[config.mk]
export PLATFORM = sky130hd
export DESIGN_NAME = note_sequencer_flat
export DESIGN_NICKNAME = d
export VERILOG_FILES = /design/src/rtl/note_sequencer_pkg.sv /design/src/rtl/note_sequencer_if.sv /design/src/rtl/note_sequencer_table.sv /design/src/rtl/note_sequencer.sv /design/src/flat_wrapper.sv
export SDC_FILE = /design/constraint.sdc
export NUM_CORES = 1
export LEC_CHECK = 0
export BUFFER_PORTS_ARGS = -buffer_cell sky130_fd_sc_hd__buf_2
export CORE_MARGIN = 2
export CORE_UTILIZATION = 40
export DETAILED_ROUTE_END_ITERATION = 7
export GPL_TIMING_DRIVEN = 0
export SLEW_MARGIN = 30
export SYNTH_ARGS = -nofsm -noshare
export SYNTH_HDL_FRONTEND = slang
export SYNTH_SLANG_ARGS = --single-unit
[constraint.sdc]
create_clock -name clk -period 2.6 [get_ports clk]
set_input_delay 0.26 -clock clk [delete_from_list [all_inputs] [get_ports clk]]
set_output_delay 0.26 -clock clk [all_outputs]
set_load 0.02 [all_outputs]
[src/rtl/note_sequencer_pkg.sv]
// Shared types and constants for the note sequencer: FSM states, note-entry bit positions, default sizes.
// Latency: n/a (definitions only).
// Backpressure: n/a.
package audio_seq_pkg;

    localparam int STEPS_DEF   = 16;
    localparam int FREQ_W_DEF  = 12;
    localparam int TEMPO_W_DEF = 16;
    localparam int ENTRY_W     = 16;

    localparam int END_BIT  = 15;
    localparam int REST_BIT = 14;
    localparam int MASK_HI  = 13;
    localparam int MASK_LO  = 12;
    localparam int FREQ_HI  = 11;

    typedef enum logic [1:0] {
        IDLE  = 2'd0,
        FETCH = 2'd1,
        APPLY = 2'd2,
        WAIT  = 2'd3
    } seq_state_t;

endpackage

[src/rtl/note_sequencer_if.sv]
// Host/generator-facing bundle of the note sequencer: table programming, playback control, freq outputs.
// Latency: n/a (wiring only).
// Backpressure: none; all strobes are single-cycle and always accepted.
interface note_sequencer_if #(
    parameter int STEPS   = 16,
    parameter int FREQ_W  = 12,
    parameter int TEMPO_W = 16
);
    localparam int IDX_W = $clog2(STEPS);

    logic               frame_tick;
    logic               prog_we;
    logic [IDX_W-1:0]   prog_addr;
    logic [15:0]        prog_data;
    logic [TEMPO_W-1:0] tempo;
    logic               loop_en;
    logic               start;
    logic               stop;
    logic [1:0]         octave;
    logic [FREQ_W-1:0]  freq_ch1;
    logic [FREQ_W-1:0]  freq_ch2;
    logic [IDX_W-1:0]   step_idx;
    logic               busy;
    logic               step_pulse;
    logic               done;

    modport master (
        output frame_tick, prog_we, prog_addr, prog_data, tempo, loop_en, start, stop, octave,
        input  freq_ch1, freq_ch2, step_idx, busy, step_pulse, done
    );

    modport slave (
        input  frame_tick, prog_we, prog_addr, prog_data, tempo, loop_en, start, stop, octave,
        output freq_ch1, freq_ch2, step_idx, busy, step_pulse, done
    );

endinterface

[src/rtl/note_sequencer_table.sv]
// Note table: STEPS x 16-bit storage, synchronous write, registered read, cleared by reset.
// Latency: rd_data valid one edge after rd_en; a same-edge write to the read address returns the old word.
// Backpressure: none; writes accepted every cycle, including during playback.
module seq_table #(
    parameter int STEPS = 16,
    parameter int W     = 16,
    parameter int IDX_W = $clog2(STEPS)
) (
    input  logic             clk,
    input  logic             rst,
    input  logic             we,
    input  logic [IDX_W-1:0] waddr,
    input  logic [W-1:0]     wdata,
    input  logic             rd_en,
    input  logic [IDX_W-1:0] raddr,
    output logic [W-1:0]     rd_data
);

    logic [W-1:0] mem [STEPS];

    // Read and write share one edge; nonblocking update gives read-before-write.
    always_ff @(posedge clk) begin
        if (rst) begin
            for (int i = 0; i < STEPS; i++) begin
                mem[i] <= '0;
            end
            rd_data <= '0;
        end else begin
            if (rd_en) begin
                rd_data <= mem[raddr];
            end
            if (we) begin
                mem[waddr] <= wdata;
            end
        end
    end

endmodule

[src/rtl/note_sequencer.sv]
// Note sequencer: steps through the note table on frame ticks and drives ch1/ch2 freq increments; SEQ_TRANSPOSE_EN adds octave shift.
// Latency: start -> freq/step_pulse after 3 edges; each step lasts tempo frame ticks plus 2 clocks of fetch.
// Backpressure: none; frame_tick and host strobes are sampled every cycle, nothing stalls.
module note_sequencer
    import audio_seq_pkg::*;
#(
    parameter int STEPS   = STEPS_DEF,
    parameter int FREQ_W  = FREQ_W_DEF,
    parameter int TEMPO_W = TEMPO_W_DEF
) (
    input  logic           clk,
    input  logic           rst,
    note_sequencer_if.slave bus
);

    localparam int IDX_W = $clog2(STEPS);

    seq_state_t         state, state_nxt;
    logic [IDX_W-1:0]   idx_q, idx_nxt;
    logic [TEMPO_W-1:0] cnt_q, cnt_nxt;
    logic [FREQ_W-1:0]  f1_q, f1_nxt;
    logic [FREQ_W-1:0]  f2_q, f2_nxt;
    logic               pulse_q, pulse_nxt;
    logic               done_q, done_nxt;
    logic [ENTRY_W-1:0] entry;
    logic [FREQ_W-1:0]  note_freq;

    seq_table #(
        .STEPS (STEPS),
        .W     (ENTRY_W)
    ) u_table (
        .clk     (clk),
        .rst     (rst),
        .we      (bus.prog_we),
        .waddr   (bus.prog_addr),
        .wdata   (bus.prog_data),
        .rd_en   (state == FETCH),
        .raddr   (idx_q),
        .rd_data (entry)
    );

`ifdef SEQ_TRANSPOSE_EN
    // Shift into 3 guard bits; anything landing there saturates the increment.
    logic [FREQ_W+2:0] shifted;
    assign shifted   = {3'b000, entry[FREQ_W-1:0]} << bus.octave;
    assign note_freq = (|shifted[FREQ_W+2:FREQ_W]) ? {FREQ_W{1'b1}} : shifted[FREQ_W-1:0];
`else
    logic unused_octave;
    assign unused_octave = ^bus.octave;
    assign note_freq     = entry[FREQ_W-1:0];
`endif

    always_ff @(posedge clk) begin
        if (rst) begin
            state   <= IDLE;
            idx_q   <= '0;
            cnt_q   <= '0;
            f1_q    <= '0;
            f2_q    <= '0;
            pulse_q <= 1'b0;
            done_q  <= 1'b0;
        end else begin
            state   <= state_nxt;
            idx_q   <= idx_nxt;
            cnt_q   <= cnt_nxt;
            f1_q    <= f1_nxt;
            f2_q    <= f2_nxt;
            pulse_q <= pulse_nxt;
            done_q  <= done_nxt;
        end
    end

    always_comb begin
        state_nxt = state;
        idx_nxt   = idx_q;
        cnt_nxt   = cnt_q;
        f1_nxt    = f1_q;
        f2_nxt    = f2_q;
        pulse_nxt = 1'b0;
        done_nxt  = 1'b0;

        if (state != IDLE && bus.stop) begin
            // Abort silences both channels and does not report completion.
            state_nxt = IDLE;
            idx_nxt   = '0;
            f1_nxt    = '0;
            f2_nxt    = '0;
        end else begin
            case (state)
                IDLE: begin
                    if (bus.start && !bus.stop) begin
                        state_nxt = FETCH;
                    end
                end
                FETCH: begin
                    state_nxt = APPLY;
                end
                APPLY: begin
                    if (entry[END_BIT]) begin
                        // Looping from step 0 onto END would spin forever, so it terminates instead.
                        idx_nxt = '0;
                        if (bus.loop_en && idx_q != '0) begin
                            state_nxt = FETCH;
                        end else begin
                            state_nxt = IDLE;
                            done_nxt  = 1'b1;
                        end
                    end else begin
                        if (entry[MASK_LO]) begin
                            f1_nxt = entry[REST_BIT] ? '0 : note_freq;
                        end
                        if (entry[MASK_HI]) begin
                            f2_nxt = entry[REST_BIT] ? '0 : note_freq;
                        end
                        pulse_nxt = 1'b1;
                        cnt_nxt   = (bus.tempo == '0) ? TEMPO_W'(1) : bus.tempo;
                        state_nxt = WAIT;
                    end
                end
                WAIT: begin
                    if (bus.frame_tick) begin
                        if (cnt_q == TEMPO_W'(1)) begin
                            idx_nxt   = idx_q + IDX_W'(1);
                            state_nxt = FETCH;
                        end else begin
                            cnt_nxt = cnt_q - TEMPO_W'(1);
                        end
                    end
                end
                default: begin
                    state_nxt = IDLE;
                end
            endcase
        end
    end

    assign bus.freq_ch1   = f1_q;
    assign bus.freq_ch2   = f2_q;
    assign bus.step_idx   = idx_q;
    assign bus.busy       = (state != IDLE);
    assign bus.step_pulse = pulse_q;
    assign bus.done       = done_q;

endmodule

[src/flat_wrapper.sv]
// flat-port wrapper written by rule: the top's interface ports become plain ports
module note_sequencer_flat import audio_seq_pkg::*;
#(
    parameter int STEPS   = STEPS_DEF,
    parameter int FREQ_W  = FREQ_W_DEF,
    parameter int TEMPO_W = TEMPO_W_DEF
)
  (clk, rst, bus_frame_tick, bus_prog_we, bus_prog_addr, bus_prog_data, bus_tempo, bus_loop_en, bus_start, bus_stop, bus_octave, bus_freq_ch1, bus_freq_ch2, bus_step_idx, bus_busy, bus_step_pulse, bus_done);
  note_sequencer_if #(.STEPS(STEPS), .FREQ_W(FREQ_W), .TEMPO_W(TEMPO_W)) bus_i ();
  input  logic clk;
  input  logic rst;
  input wire logic [$bits(bus_i.frame_tick)-1:0] bus_frame_tick;
  input wire logic [$bits(bus_i.prog_we)-1:0] bus_prog_we;
  input wire logic [$bits(bus_i.prog_addr)-1:0] bus_prog_addr;
  input wire logic [$bits(bus_i.prog_data)-1:0] bus_prog_data;
  input wire logic [$bits(bus_i.tempo)-1:0] bus_tempo;
  input wire logic [$bits(bus_i.loop_en)-1:0] bus_loop_en;
  input wire logic [$bits(bus_i.start)-1:0] bus_start;
  input wire logic [$bits(bus_i.stop)-1:0] bus_stop;
  input wire logic [$bits(bus_i.octave)-1:0] bus_octave;
  output wire logic [$bits(bus_i.freq_ch1)-1:0] bus_freq_ch1;
  output wire logic [$bits(bus_i.freq_ch2)-1:0] bus_freq_ch2;
  output wire logic [$bits(bus_i.step_idx)-1:0] bus_step_idx;
  output wire logic [$bits(bus_i.busy)-1:0] bus_busy;
  output wire logic [$bits(bus_i.step_pulse)-1:0] bus_step_pulse;
  output wire logic [$bits(bus_i.done)-1:0] bus_done;
  assign bus_i.frame_tick = bus_frame_tick;
  assign bus_i.prog_we = bus_prog_we;
  assign bus_i.prog_addr = bus_prog_addr;
  assign bus_i.prog_data = bus_prog_data;
  assign bus_i.tempo = bus_tempo;
  assign bus_i.loop_en = bus_loop_en;
  assign bus_i.start = bus_start;
  assign bus_i.stop = bus_stop;
  assign bus_i.octave = bus_octave;
  assign bus_freq_ch1 = bus_i.freq_ch1;
  assign bus_freq_ch2 = bus_i.freq_ch2;
  assign bus_step_idx = bus_i.step_idx;
  assign bus_busy = bus_i.busy;
  assign bus_step_pulse = bus_i.step_pulse;
  assign bus_done = bus_i.done;
  note_sequencer #(.STEPS(STEPS), .FREQ_W(FREQ_W), .TEMPO_W(TEMPO_W)) u_core (.clk(clk), .rst(rst), .bus(bus_i));
endmodule
# == Word level (Yosys, flattened, before mapping) ==
# Memory sizes are Yosys's and may differ from the RTL's. A register that Yosys moved wholly into a read port is not among the register bits.
# Index checks and enable logic that the tools add are counted.
# op_classes
n_addsub,2
eq_ne,10
mux,26
bitwise,3
reduce_logical,18
# op_table
op,count
$mux W16,5
$pmux W16 S2,1
$eq A16 B1 Y1 const B,1
$logic_not A16 Y1,1
$mux W4,4
$reduce_or A16 Y1,1
$sub A16 B1 Y16 const B,1
$mux W12,1
$mux W1,9
$reduce_and A3 Y1,3
$mux W2,4
$ne A2 B2 Y1 const B,4
$pmux W2 S4,1
$pmux W4 S2,1
$reduce_and A5 Y1,1
$add A4 B1 Y4 const B,1
$eq A2 B2 Y1 const B,2
$ne A2 B1 Y1 const B,2
$reduce_and A4 Y1,1
$reduce_bool A2 Y1,2
$reduce_bool A4 Y1,1
$reduce_or A4 Y1,1
$logic_and A1 B1 Y1,3
$not A1 Y1,3
other kinds (5),5
# totals
reg_bits,48
mem_bits_rw,256
input_bits,45
out_inout_bits,31
elab_cells,67
memories,1
# mem_list
name,words,word_bits,read_ports,rd_clocked_by_memory_dff,wr,line_no,rtl
u_core.u_table.mem,16,16,1,1,16,note_sequencer_table.sv:19,logic [W-1:0] mem [STEPS];

# == Longest topological paths before layout ==
# Gate-level depths: netlist of the first run.
# depth
ltp_word,5
ltp_mapped,9
depth_no_buf,6

# == Cells and area by module ==
# Synthesis of the first run repeated with hierarchy kept, for this count alone.
# hier_totals
cells_unflattened,1239
area_unflattened_um2,14864.3
# by_module_without_submodules
module,instances,cells_each,area_each_um2,seq_area_each_um2
seq_table,1,913,12258.0,8007.7
note_sequencer,1,326,2606.2,960.9

# == Worst setup path before layout of the first run ==
# OpenSTA, ideal clock, no wires.
# synth_path
path_kind,input to register
start,input rst
end,"memory u_core.u_table.mem[6][0], enable pin"
arrival_ns,1.867
setup_slack_ns,0.322
cell_stages,3
path_buffers,0
cell_sequence,nor3b_1 nand2_1 o21ai_0
# synth_lines
element,line_no,rtl
from (decl),flat_wrapper.sv:11,input logic rst;
to (decl),note_sequencer_table.sv:19,

==> results.md, run 1 <==
- Run status: completed
- Synthesized area per cell: 12.6 sq um
- Maximum achievable frequency: 404 MHz
- CP most frequent cell: buf_2
- Clock buffer count from CTS: 36
- Drt wl/cell: 21.5 um
- Setup slack after placement: -0.105 ns
- Number of DRC markers after the initial detailed-route iteration: 800
- Fin crit period: 2.48 ns
- Via count of the first global-routing pass: 9781
- Reg2Reg Launch Point: u_core.bus.step_idx[1]
- Via/cell ratio: 5.45
- Startpoint types: register
- Class of the most critical setup path: register to register
- Input/output buffers: 73
- Headroom to the max-slew limit: 0.402
- Number of hold violations in the final report: 0
- Kind of path behind the tightest hold check: primary input to register
- Number of standard cells after synthesis: 1166
- Compound-gate portion of the synthesized area: 0.0771
- Storage element area: 0.00897 sq mm
- Share of final-layout standard cells stronger than drive strength 1: 0.205
- Top cell type by total area after synthesis: edfxtp_1
- Worst Slack Setup Final: 0.123 ns
- Share of cell area taken by muxes after synthesis: 0.101
- Number of antenna violations at the first check in global routing: 0
- FFs w/ async S/R, synth: 0
- Latest clock arrival within the worst-skew pair: 0.53 ns
- Leading cell type in the layout, fill and taps excluded: and2_1
- Number of nets in the layout: 1340
- WP data arrival: 2.90 ns
- Initial Util: 0.404
- Total Routing Usage GR: 0.200
- Worst IR Drop VDD: 0.402 mV
- Pin count of the biggest net entering global routing: 17
- Total Neg Setup Slack: 0 ns
- Clock root buffer master: clkbuf_16
- Commonest non-fill, non-tap cells in the layout: and2_1, edfxtp_1, nand2_1, buf_2, clkbuf_1
- Post-synthesis cell area: 0.0147 sq mm
- Setup-violating endpoint count in the final report: 0
- Lkg Pwr: 5.97 nW
- Drt first pass iters: 5
- Area enclosed by the die boundary: 0.0383 sq mm
- Sink Count: 320
- CTS HTree Levels: 2
- Post-synthesis share of cell area spent on xor and xnor gates: 0
- Hold path startpoint: bus_tempo[4]
- Least-Margin Pin Slew: 0.890 ns
- # Max-Cap Violations: 0
- Critical Path Max Stage Delay: 0.38 ns
- Vias after detailed routing: 9720
- Yosys reg bits: 320
- DR DRC count: 0
- Cell Rows: 70
- Number of top-level design ports: 76
- Clock slew at reported path FFs: 0.07 ns
- Width of the chip: 196 um
- Path depth of the worst reg2reg path: 7
- Top flip-flop cell by instance count after synthesis: edfxtp_1
- Antenna Cells: 0
- PD cells: 698 mW/mm^2
- Vert. Die Dim: 196 um
- Unrepaired setup endpoints after global routing: false
- Max-slew violation count: 0
- Number of distinct library cells after synthesis: 61
- Detail Placement HPWL: 27700 um
- Share of Yosys cell area claimed by the top area cell type: 0.522
- Total area of multi-input combinational cells: 0.00548 sq mm
- Critical path peak fanout: 10
- Placed cell area: 0.0158 sq mm
- Crit path max-delay family: buffers and inverters
- Wire length after detailed routing: 38300 um
- First-pass GRT wire length: 58400 um
- Min-Delay Path Depth: 3
- Final design area excluding fillers: 0.0170 sq mm
- Tcrit/Tclk final: 0.953
- Basic-gate share of the synthesized area counting and, or, nand and nor cells: 0.182
- Layout Area Growth over Synthesis: 15.8%
- Setup slack of the worst register-to-register path: 0.12 ns
- Critical path capture point type: register
- Ordered cell list for the critical path: buf_2 -> clkbuf_4 -> buf_2 -> mux2_2 -> o22ai_1 -> nor2_1 -> a221o_1
- Buffers plus inverters on the worst setup path: 3
- Total grt overflow: 0
- Number of nets produced by synthesis: 1219
- Final weighted congestion in routability-driven placement: 0.893
- Core Area: 0.0364 sq mm
- Largest clock skew in the final design: 0.0172 ns
- Yosys warns: 0
- TritonCTS clock tree: done
- Required time of the critical path: 3.02 ns
- Hold endpoint: u_core.cnt_q[4]
- Part of the Yosys area used for sequential elements: 0.609
- Dominant cells by area after synthesis: edfxtp_1, and2_1, dfxtp_1
- Cell with the largest stage delay on the worst path: buf_2
- Count of flip-flops with a built-in enable after synthesis: 256
- Combinational family with the most area after synthesis: simple AND/OR/NAND/NOR gates
- Filler cell count: 3292
- Design Power: 0.0119 W
- Endpoint of the lowest-slack register-to-register path: u_core.u_table.rd_data[12]
- Clock tree buffer depth: 3
- Residual antenna-violating net count after detailed routing: 0
- Synth Area in Adders: 0.00680
[flip-flops by register name, indices dropped and copies added (netlist names)]
register and count:
u_core.bus.done 1, u_core.bus.freq_ch1 12, u_core.bus.freq_ch2 12, u_core.bus.step_idx 4, u_core.bus.step_pulse 1, u_core.cnt_q 16, u_core.state 2, u_core.u_table.mem 256
u_core.u_table.rd_data 16
[worst min-delay path, delay by kind of cell]
| kind | cells | cell delay [ns] |
|---|---|---|
| AOI/OAI and AO/OA | 2 | 0.19 |
| buffers and inverters | 1 | 0.10 |
[how the worst max path moves through the flow]
stage,startpoint,endpoint,slack [ns],cells after the start
2_1_floorplan,rst,u_core.u_table.mem[6][0],0.32,3
5_1_grt,u_core.bus.step_idx[1],u_core.u_table.rd_data[12],0.005,7
3_5_place_dp,rst,u_core.u_table.mem[0][10],-0.10,5
6_report,u_core.bus.step_idx[1],u_core.u_table.rd_data[12],0.12,7
3_3_place_gp,rst,u_core.u_table.mem[3][11],-1.15,4
4_1_cts,u_core.bus.step_idx[2],u_core.u_table.rd_data[1],0.03,6
[area by class of cell]
type,count,area share
sequential,320,0.526
multi-input combinational,755,0.322
clock buffer,42,0.0542
tap,468,0.0344
timing repair buffer,83,0.0280
buffer,81,0.0188
clock inverter,24,0.0145
inverter,10,0.00220
[per-layer routing]
| layer | GRT usage | share of wire | wire length [um] | up-vias |
|---|---|---|---|---|
| met1 | 0.268 | 0.44 | 17000 | 4829 |
| met5 | 0 | 0 | 0 | - |
| li1 | - | - | - | 4523 |
| met4 | 0.0474 | 0.021 | 804 | 0 |
| met2 | 0.342 | 0.48 | 18300 | 307 |
| met3 | 0.0344 | 0.057 | 2190 | 61 |
[repair_timing]
action                                 CTS  global route
gates resized for setup                  2             4
setup endpoints to repair                7            13
endpoints found under the hold margin    1             0
setup buffers                            0             0
hold buffers                             1             0
[report_power, final]
group	switching [W]	total (W)	internal, W
clock	0.00212	0.00508	0.00297
combinational	0.000556	0.000860	0.000304
sequential	0.000130	0.00595	0.00582
[logic make-up after synthesis]
family,count (synthesis)
adders and majority gates,8
and+or+nand+nor,477
DFF,320
AOI/OAI and AO/OA,169
buffers and inverters,91
muxes,101
[cells in the mapped netlist, types with 4 or more instances]
cell and instances:
a21oi_1 53, a221o_1 16, a31oi_1 7, and2_1 258, and3_1 4, buf_1 5, buf_2 7, clkbuf_1 69
dfxtp_1 64, edfxtp_1 256, ha_1 8, inv_1 8, mux2_2 65, mux2i_1 4, mux4_2 32, nand2_1 99
nand2b_1 8, nand3_1 6, nand4_1 6, nor2_1 40, nor2b_1 16, nor3_1 12, nor4_1 4, o21ai_0 18
o22ai_1 33, o311ai_0 10, o31ai_1 11, or2_2 4
[metrics by stage]
| stage | instances | hold WS [ns] | utilization |
|---|---|---|---|
| 2_1_floorplan | 1166 | 0.445 | - |
| 4_1_cts | 1783 | 0.0621 | 0.467 |
| 5_1_grt | 1783 | 0.0931 | 0.468 |
| 3_5_place_dp | 1716 | 0.447 | 0.435 |
| 3_3_place_gp | 1707 | 0.443 | 0.430 |
| 6_report | 1783 | 0.0707 | 0.468 |
Note: power is estimated with default switching activity, not from simulation.
==> run 2, diff against run 1 <==
--- a/config.mk
+++ b/config.mk
@@ -6,7 +6,7 @@
 export NUM_CORES = 1
 export LEC_CHECK = 0
 export BUFFER_PORTS_ARGS = -buffer_cell sky130_fd_sc_hd__buf_2
-export CORE_MARGIN = 2
+export CORE_MARGIN = 5
 export CORE_UTILIZATION = 40
 export DETAILED_ROUTE_END_ITERATION = 7
 export GPL_TIMING_DRIVEN = 0
==> run 2 against run 1 <==
  * Clock-buffer cell count up 17
  * Critical path depth down 1
  * Clock skew down 0.0080 ns
  * Maximum frequency about the same
  * Die area up 6.2%
  * Final cell count about the same
  * Routed wire length up 1.5%
  * Worst setup slack better by 0.0024 ns
  * Core utilization about the same
  * Register-to-register slack about the same
  * Critical path type unchanged
  * Highest routed layer unchanged
==> results.md, run 2 (synthesized netlist as in run 1, its figures left out) <==
- Required time of the critical path: 3.00 ns (-0.02 ns)
- Filler cell count: 3298 (+0.18%)
- Number of hold violations in the final report: 0 (unchanged)
- Number of buffers added for setup after CTS: 0 (unchanged)
- Critical path peak fanout: 10 (unchanged)
- Kind of path behind the tightest hold check: primary input to register
- Clock tree buffer depth: 3 (unchanged)
- Pin count of the biggest net entering global routing: 17 (unchanged)
- Max-slew violation count: 0 (unchanged)
- Area enclosed by the die boundary: 0.0407 sq mm (+6.2%)
- Worst IR Drop VDD: 0.373 mV (-7.2%)
- Total grt overflow: 0 (unchanged)
- Reg2Reg Launch Point: u_core.bus.step_idx[2]
- Layout Area Growth over Synthesis: 15.7% (about the same)
- Design Power: 0.0118 W (-1.0%)
- Via count of the first global-routing pass: 9963 (+1.9%)
- Drt wl/cell: 21.8 um (+1.4%)
- Total Routing Usage GR: 0.189 (-0.0119)
- WHS: 0.0922 ns (+0.0214 ns)
- Ordered cell list for the critical path: clkbuf_1 -> nand2_1 -> clkbuf_1 -> o22ai_1 -> nor2_1 -> a221o_1
- Maximum achievable frequency: 404 MHz (about the same)
- Number of DRC markers after the initial detailed-route iteration: 752 (-6.0%)
- Residual antenna-violating net count after detailed routing: 0 (unchanged)
- Latest clock arrival within the worst-skew pair: 0.52 ns (about the same)
- CP most frequent cell: clkbuf_1
- Final design area excluding fillers: 0.0170 sq mm (about the same)
- Via/cell ratio: 5.48 (+0.44%)
- PD cells: 691 mW/mm^2 (-1.0%)
- Placed cell area: 0.0159 sq mm (about the same)
- Endpoint of the lowest-slack register-to-register path: u_core.u_table.rd_data[14]
- Vias after detailed routing: 9768 (+0.49%)
- Clock slew at reported path FFs: 0.06 ns (about the same)
- Commonest non-fill, non-tap cells in the layout: and2_1, edfxtp_1, nand2_1, clkbuf_1, buf_2
- Initial Util: 0.404 (unchanged)
- Sink Count: 320 (unchanged)
- Unrepaired setup endpoints after global routing: false
- Clock buffer count from CTS: 37 (+2.8%)
- Hold endpoint: u_core.cnt_q[4]
- Class of the most critical setup path: register to register
- Critical path capture point type: register
- DR DRC count: 0 (unchanged)
- Crit path max-delay family: buffers and inverters
- Setup slack of the worst register-to-register path: 0.13 ns (about the same)
- Critical Path Max Stage Delay: 0.55 ns (+0.17 ns)
- Width of the chip: 202 um (+3.1%)
- Startpoint types: register
- Fin crit period: 2.47 ns (-0.00242 ns)
- TritonCTS clock tree: done
- Hold path startpoint: bus_tempo[4]
- Leading cell type in the layout, fill and taps excluded: and2_1
- Biggest registers after layout: u_core.u_table.mem: 256 flops, u_core.cnt_q: 16 flops, u_core.u_table.rd_data: 16 flops
- Number of top-level design ports: 76 (unchanged)
- First-pass GRT wire length: 59600 um (+2.0%)
- Share of final-layout standard cells stronger than drive strength 1: 0.204 (-0.000915)
- Headroom to the max-slew limit: 0.430 (+0.0274)
- Vert. Die Dim: 202 um (+3.1%)
- Clock root buffer master: clkbuf_16
- Buffers plus inverters on the worst setup path: 2 (-1)
- WP data arrival: 2.88 ns (-0.02 ns)
- Path depth of the worst reg2reg path: 6 (-1)
- Wire length after detailed routing: 38900 um (+1.5%)
- Run status: completed
- Cell Rows: 70 (unchanged)
- Drt first pass iters: 5 (unchanged)
- Core Area: 0.0364 sq mm (unchanged)
- Min-Delay Path Depth: 3 (unchanged)
- CTS HTree Levels: 2 (unchanged)
- Antenna Cells: 0 (unchanged)
- Number of antenna violations at the first check in global routing: 0 (unchanged)
- Cell with the largest stage delay on the worst path: clkbuf_1
- Placed Cells: 1717 (+0.058%)
- # Max-Cap Violations: 0 (unchanged)
- Least-Margin Pin Slew: 0.855 ns (-0.0342 ns)
- Input/output buffers: 73 (unchanged)
- Number of nets in the layout: 1342 (+0.15%)
- Detail Placement HPWL: 28300 um (+2.1%)
- Largest clock skew in the final design: 0.00920 ns (-0.00797 ns)
- Max reg flops: 256 (unchanged)
- Total Neg Setup Slack: 0 ns (unchanged)
- Final weighted congestion in routability-driven placement: 0.871 (-2.5%)
- Setup-violating endpoint count in the final report: 0 (unchanged)
- Lkg Pwr: 5.96 nW (about the same)
- Non-filler cells in the finished layout: 1784 (+0.056%)
- Biggest register: u_core.u_table.mem
- Tcrit/Tclk final: 0.952 (about the same)
-- run 2: changes by cell type in the layout (fill, tap and decap cells not counted), sizes merged --
cell / before / now
clkinv: 19 / 6
bufinv: 4 / 1
clkbuf: 114 / 130
buf: 91 / 93
clkinvlp: 1 / 0
-- run 2: per-stage QoR --
stage	worst slack, ns	util
global placement	-1.02	0.430
detailed placement	-0.190	0.435
floorplan	0.322	-
CTS	0.0112	0.467
global route	0.00204	0.467
finish	0.125	0.467
-- run 2: power by group --
group	internal [W]	switching (W)	leakage, nW	total (W)
combinational	0.000306	0.000553	2.45	0.000859
clock	0.00295	0.00201	0.559	0.00496
sequential	0.00582	0.000133	2.96	0.00595
total	0.00908	0.00269	5.96	0.0118
-- run 2: metal layers --
layer  vias to the layer above  part of all wire  GRT usage
li1                       4525                 -          -
met1                      4842              0.43      0.253
met2                       335              0.48      0.313
met3                        66             0.064     0.0379
met4                         0             0.024     0.0549
met5                         -                 0          0
-- run 2: timing repair --
item                       in CTS  in global routing
gates cloned                    0                  0
hold endpoints to repair        1                  0
setup endpoints to repair       4                  8
hold buffers                    1                  0
resized for setup               3                  2
-- run 2: worst register-to-register path, cell delays in order (launching register included) --
cell and delay [ns]:
dfxtp_1 0.43, clkbuf_1 0.55, nand2_1 0.35, clkbuf_1 0.34
o22ai_1 0.29, nor2_1 0.11, a221o_1 0.30
-- run 2: how the worst max path moves through the flow --
stage,startpoint,end,depth (start not counted)
2_1_floorplan,rst,u_core.u_table.mem[6][0],3
3_3_place_gp,rst,u_core.u_table.mem[3][13],4
3_5_place_dp,rst,u_core.u_table.mem[0][13],5
4_1_cts,u_core.bus.step_idx[1],u_core.u_table.rd_data[14],7
5_1_grt,u_core.bus.step_idx[2],u_core.u_table.rd_data[14],6
6_report,u_core.bus.step_idx[2],u_core.u_table.rd_data[14],6
-- run 2: area by class of cell --
| cell class | instances | area (sq um) | share of cell area |
|---|---|---|---|
| flip-flops and latches | 320 | 8970 | 0.527 |
| multi-input cells | 755 | 5480 | 0.322 |
| clock buffers | 59 | 1080 | 0.0635 |
| clock inverters | 7 | 66.3 | 0.00389 |
| repair buffers | 84 | 492 | 0.0289 |
| well taps | 468 | 586 | 0.0344 |
| plain buffers | 81 | 322 | 0.0189 |
| inverters | 10 | 37.5 | 0.00220 |
==> run 3, diff against run 2 <==
--- a/config.mk
+++ b/config.mk
@@ -9,7 +9,7 @@
 export CORE_MARGIN = 5
 export CORE_UTILIZATION = 40
 export DETAILED_ROUTE_END_ITERATION = 7
-export GPL_TIMING_DRIVEN = 0
+export RECOVER_POWER = 50
 export SLEW_MARGIN = 30
 export SYNTH_ARGS = -nofsm -noshare
 export SYNTH_HDL_FRONTEND = slang
==> run 3 against run 2 <==
  * Via count down 2.4%
  * Routed wire length down 3.4%
  * Core utilization is 0.91 points lower
==> results.md, run 3 (synthesized netlist as in run 1, its figures left out) <==
- Leading cell type in the layout, fill and taps excluded: edfxtp_1
- Tcrit/Tclk final: 0.842 (-0.110)
- Cell Rows: 70 (unchanged)
- Reg2Reg Launch Point: u_core.cnt_q[0]
- Layout Area Growth over Synthesis: 13.5%
- Max reg flops: 256 (unchanged)
- GRT met3 Usage: 0.0324 (-0.00545)
- Vert. Die Dim: 202 um (unchanged)
- PD cells: 683 mW/mm^2 (-1.2%)
- Number of buffers inserted for hold repair after clock tree synthesis: 0 (-1)
- Input/output buffers: 73 (unchanged)
- Latest clock arrival within the worst-skew pair: 0.51 ns (about the same)
- Clock slew at reported path FFs: 0.06 ns (about the same)
- Area enclosed by the die boundary: 0.0407 sq mm (unchanged)
- Switching fraction of total power: 0.228 (-0.000608)
- Via/cell ratio: 5.50 (+0.38%)
- Required time of the critical path: 2.99 ns (about the same)
- Cell with the largest stage delay on the worst path: and4_2
- Number of buffers added for setup after CTS: 0 (unchanged)
- Layer carrying the most global-route usage: met2
- Largest clock skew in the final design: 0.0124 ns (+0.00319 ns)
- Fin crit period: 2.19 ns (-0.286 ns)
- Width of the chip: 202 um (unchanged)
- Net Switching: 0.00260 W (-3.3%)
- Critical path peak fanout: 14 (+4)
- Clock tree buffer depth: 3 (unchanged)
- Core Area: 0.0364 sq mm (unchanged)
- Number of hold violations in the final report: 0 (unchanged)
- Startpoint types: register
- Total Routing Usage GR: 0.181 (-0.00733)
- Critical path capture point type: register
- Share of final-layout standard cells stronger than drive strength 1: 0.186 (-0.0172)
- Clk pwr share: 0.408 (-0.013)
- Residual antenna-violating net count after detailed routing: 0 (unchanged)
- Clock buffer count from CTS: 36 (-2.7%)
- Endpoint of the lowest-slack register-to-register path: u_core.cnt_q[15]
- Clock root buffer master: clkbuf_16
- First-pass GRT wire length: 57400 um (-3.8%)
- Number of DRC markers after the initial detailed-route iteration: 637 (-15%)
- Critical Path Max Stage Delay: 0.54 ns (about the same)
- Total area of multi-input combinational cells: 0.00542 sq mm (-1.2%)
- Setup slack of the worst register-to-register path: 0.41 ns (+0.29 ns)
- Number of antenna violations at the first check in global routing: 0 (unchanged)
- Ordered cell list for the critical path: ha_1 -> nor4b_2 -> and4_2 -> nor2_1 -> a2111oi_0
- Last element of the critical path: u_core.cnt_q[15]
- DR DRC count: 0 (unchanged)
- Class of the most critical setup path: register to register
- Path depth of the worst reg2reg path: 5 (-1)
- Commonest non-fill, non-tap cells in the layout: edfxtp_1, and2_1, nand2_1, and2_0, mux2_2
- Lkg Pwr: 5.67 nW (-4.9%)
- TritonCTS clock tree: done
- Unrepaired setup endpoints after global routing: false
- Filler cell count: 3337 (+1.2%)
- Wire length after detailed routing: 37600 um (-3.4%)
- Via count of the first global-routing pass: 9412 (-5.5%)
- WP data arrival: 2.58 ns (-0.30 ns)
- Total of cells resized after clock tree synthesis: 0 (-3)
- Detail Placement HPWL: 23500 um (-17%)
- Setup-violating endpoint count in the final report: 0 (unchanged)
- Launching instance or port of the critical path: u_core.cnt_q[0]
- Storage element area: 0.00897 sq mm (about the same)
- Power share of the sequential group: 0.521 (+0.015)
- Initial Util: 0.404 (unchanged)
- Drt wl/cell: 21.7 um (-0.65%)
- Placed Cells: 1670 (-2.7%)
- Final weighted congestion in routability-driven placement: 0.827 (-5.0%)
- Biggest register: u_core.u_table.mem
- Total grt overflow: 0 (unchanged)
- Total Neg Setup Slack: 0 ns (unchanged)
- CTS HTree Levels: 2 (unchanged)
- # Max-Cap Violations: 0 (unchanged)
- Drt first pass iters: 7 (+2)
- Internal portion of total power: 0.00880 W (-3.0%)
- Pin count of the biggest net entering global routing: 34 (+17)
- Run status: completed
- Number of top-level design ports: 76 (unchanged)
- Combinational share of power: 0.071 (-0.002)
- Number of nets in the layout: 1293 (-3.7%)
- Kind of path behind the tightest hold check: primary input to register
- Met2 usage in global routing: 0.286 (-0.0271)
- Headroom to the max-slew limit: 0.248 (-0.182)
- Biggest registers after layout: u_core.u_table.mem: 256 flops, u_core.cnt_q: 16 flops, u_core.u_table.rd_data: 16 flops
- Maximum achievable frequency: 457 MHz (+13%)
- Antenna Cells: 0 (unchanged)
- Sink Count: 320 (unchanged)
- Worst IR Drop VDD: 0.339 mV (-9.2%)
- Non-filler cells in the finished layout: 1734 (-2.8%)
- Global Route met1 Usage: 0.258 (+0.00507)
- Least-Margin Pin Slew: 1.13 ns (+0.273 ns)
- Max-slew violation count: 0 (unchanged)
- Vias after detailed routing: 9530 (-2.4%)
## run 3: changes by cell type in the layout (fill, tap and decap cells not counted), moves of 7 or more
cell,delta
and2_0,+66
and2_1,-66
buf_2,-35
buf_4,+21
buf_6,-9
clkbuf_1,-29
clkinv_1,+7
nor2_1,-7
nor2_2,+7
o21ai_0,+9
o21ai_2,-10
## run 3: worst min-delay path by stage
| stage | start | end | slack [ns] | cells after the start |
|---|---|---|---|---|
| after CTS | bus_loop_en | u_core.bus.done | 0.03 | 3 |
| final | bus_loop_en | u_core.bus.done | 0.04 | 3 |
| after detailed placement | u_core.bus.freq_ch2[11] | u_core.bus.freq_ch2[11] | 0.45 | 2 |
| after global placement | u_core.bus.freq_ch1[8] | u_core.bus.freq_ch1[8] | 0.44 | 2 |
| after floorplan | bus_loop_en | u_core.bus.done | 0.45 | 2 |
| after global routing | bus_loop_en | u_core.bus.done | 0.05 | 3 |
## run 3: layout make-up
class	instances	area share
timing repair buffer	117	0.0374
clock inverter	14	0.00360
clock buffer	50	0.0602
tap	468	0.0351
multi-input combinational	755	0.324
inverter	10	0.00225
sequential	320	0.537
## run 3: worst max-delay path, delay by kind of cell (launching register included)
family / cells / cell delay [ns]
simple gates: 3 / 1.11
compound gates: 1 / 0.37
flops: 1 / 0.42
fa+ha+maj: 1 / 0.17
## run 3: stage by stage
step / util / setup slack (ns) / hold slack (ns) / total power, W / area [sq um]
after floorplan: - / 0.322 / 0.445 / 0.00652 / 14700
after global placement: 0.432 / 0.398 / 0.445 / 0.00685 / 15700
after detailed placement: 0.432 / 0.430 / 0.446 / 0.00688 / 15700
after CTS: 0.461 / 0.415 / 0.0264 / 0.0115 / 16800
after global routing: 0.458 / 0.175 / 0.0513 / 0.0118 / 16700
final: 0.458 / 0.411 / 0.0406 / 0.0114 / 16700
## run 3: power groups by stage
stage / logic, W / clock network [W] / registers (W)
2_1_floorplan: 0.000520 / 0 / 0.00600
3_3_place_gp: 0.000820 / 0 / 0.00603
3_5_place_dp: 0.000835 / 0 / 0.00605
4_1_cts: 0.000838 / 0.00474 / 0.00594
5_1_grt: 0.000888 / 0.00496 / 0.00597
6_report: 0.000814 / 0.00465 / 0.00594
## run 3: layer usage
metal,routed length [um],vias up
met3,2470,59
met1,16900,4738
li1,-,4428
met2,17100,305
met5,0,-
met4,1080,0
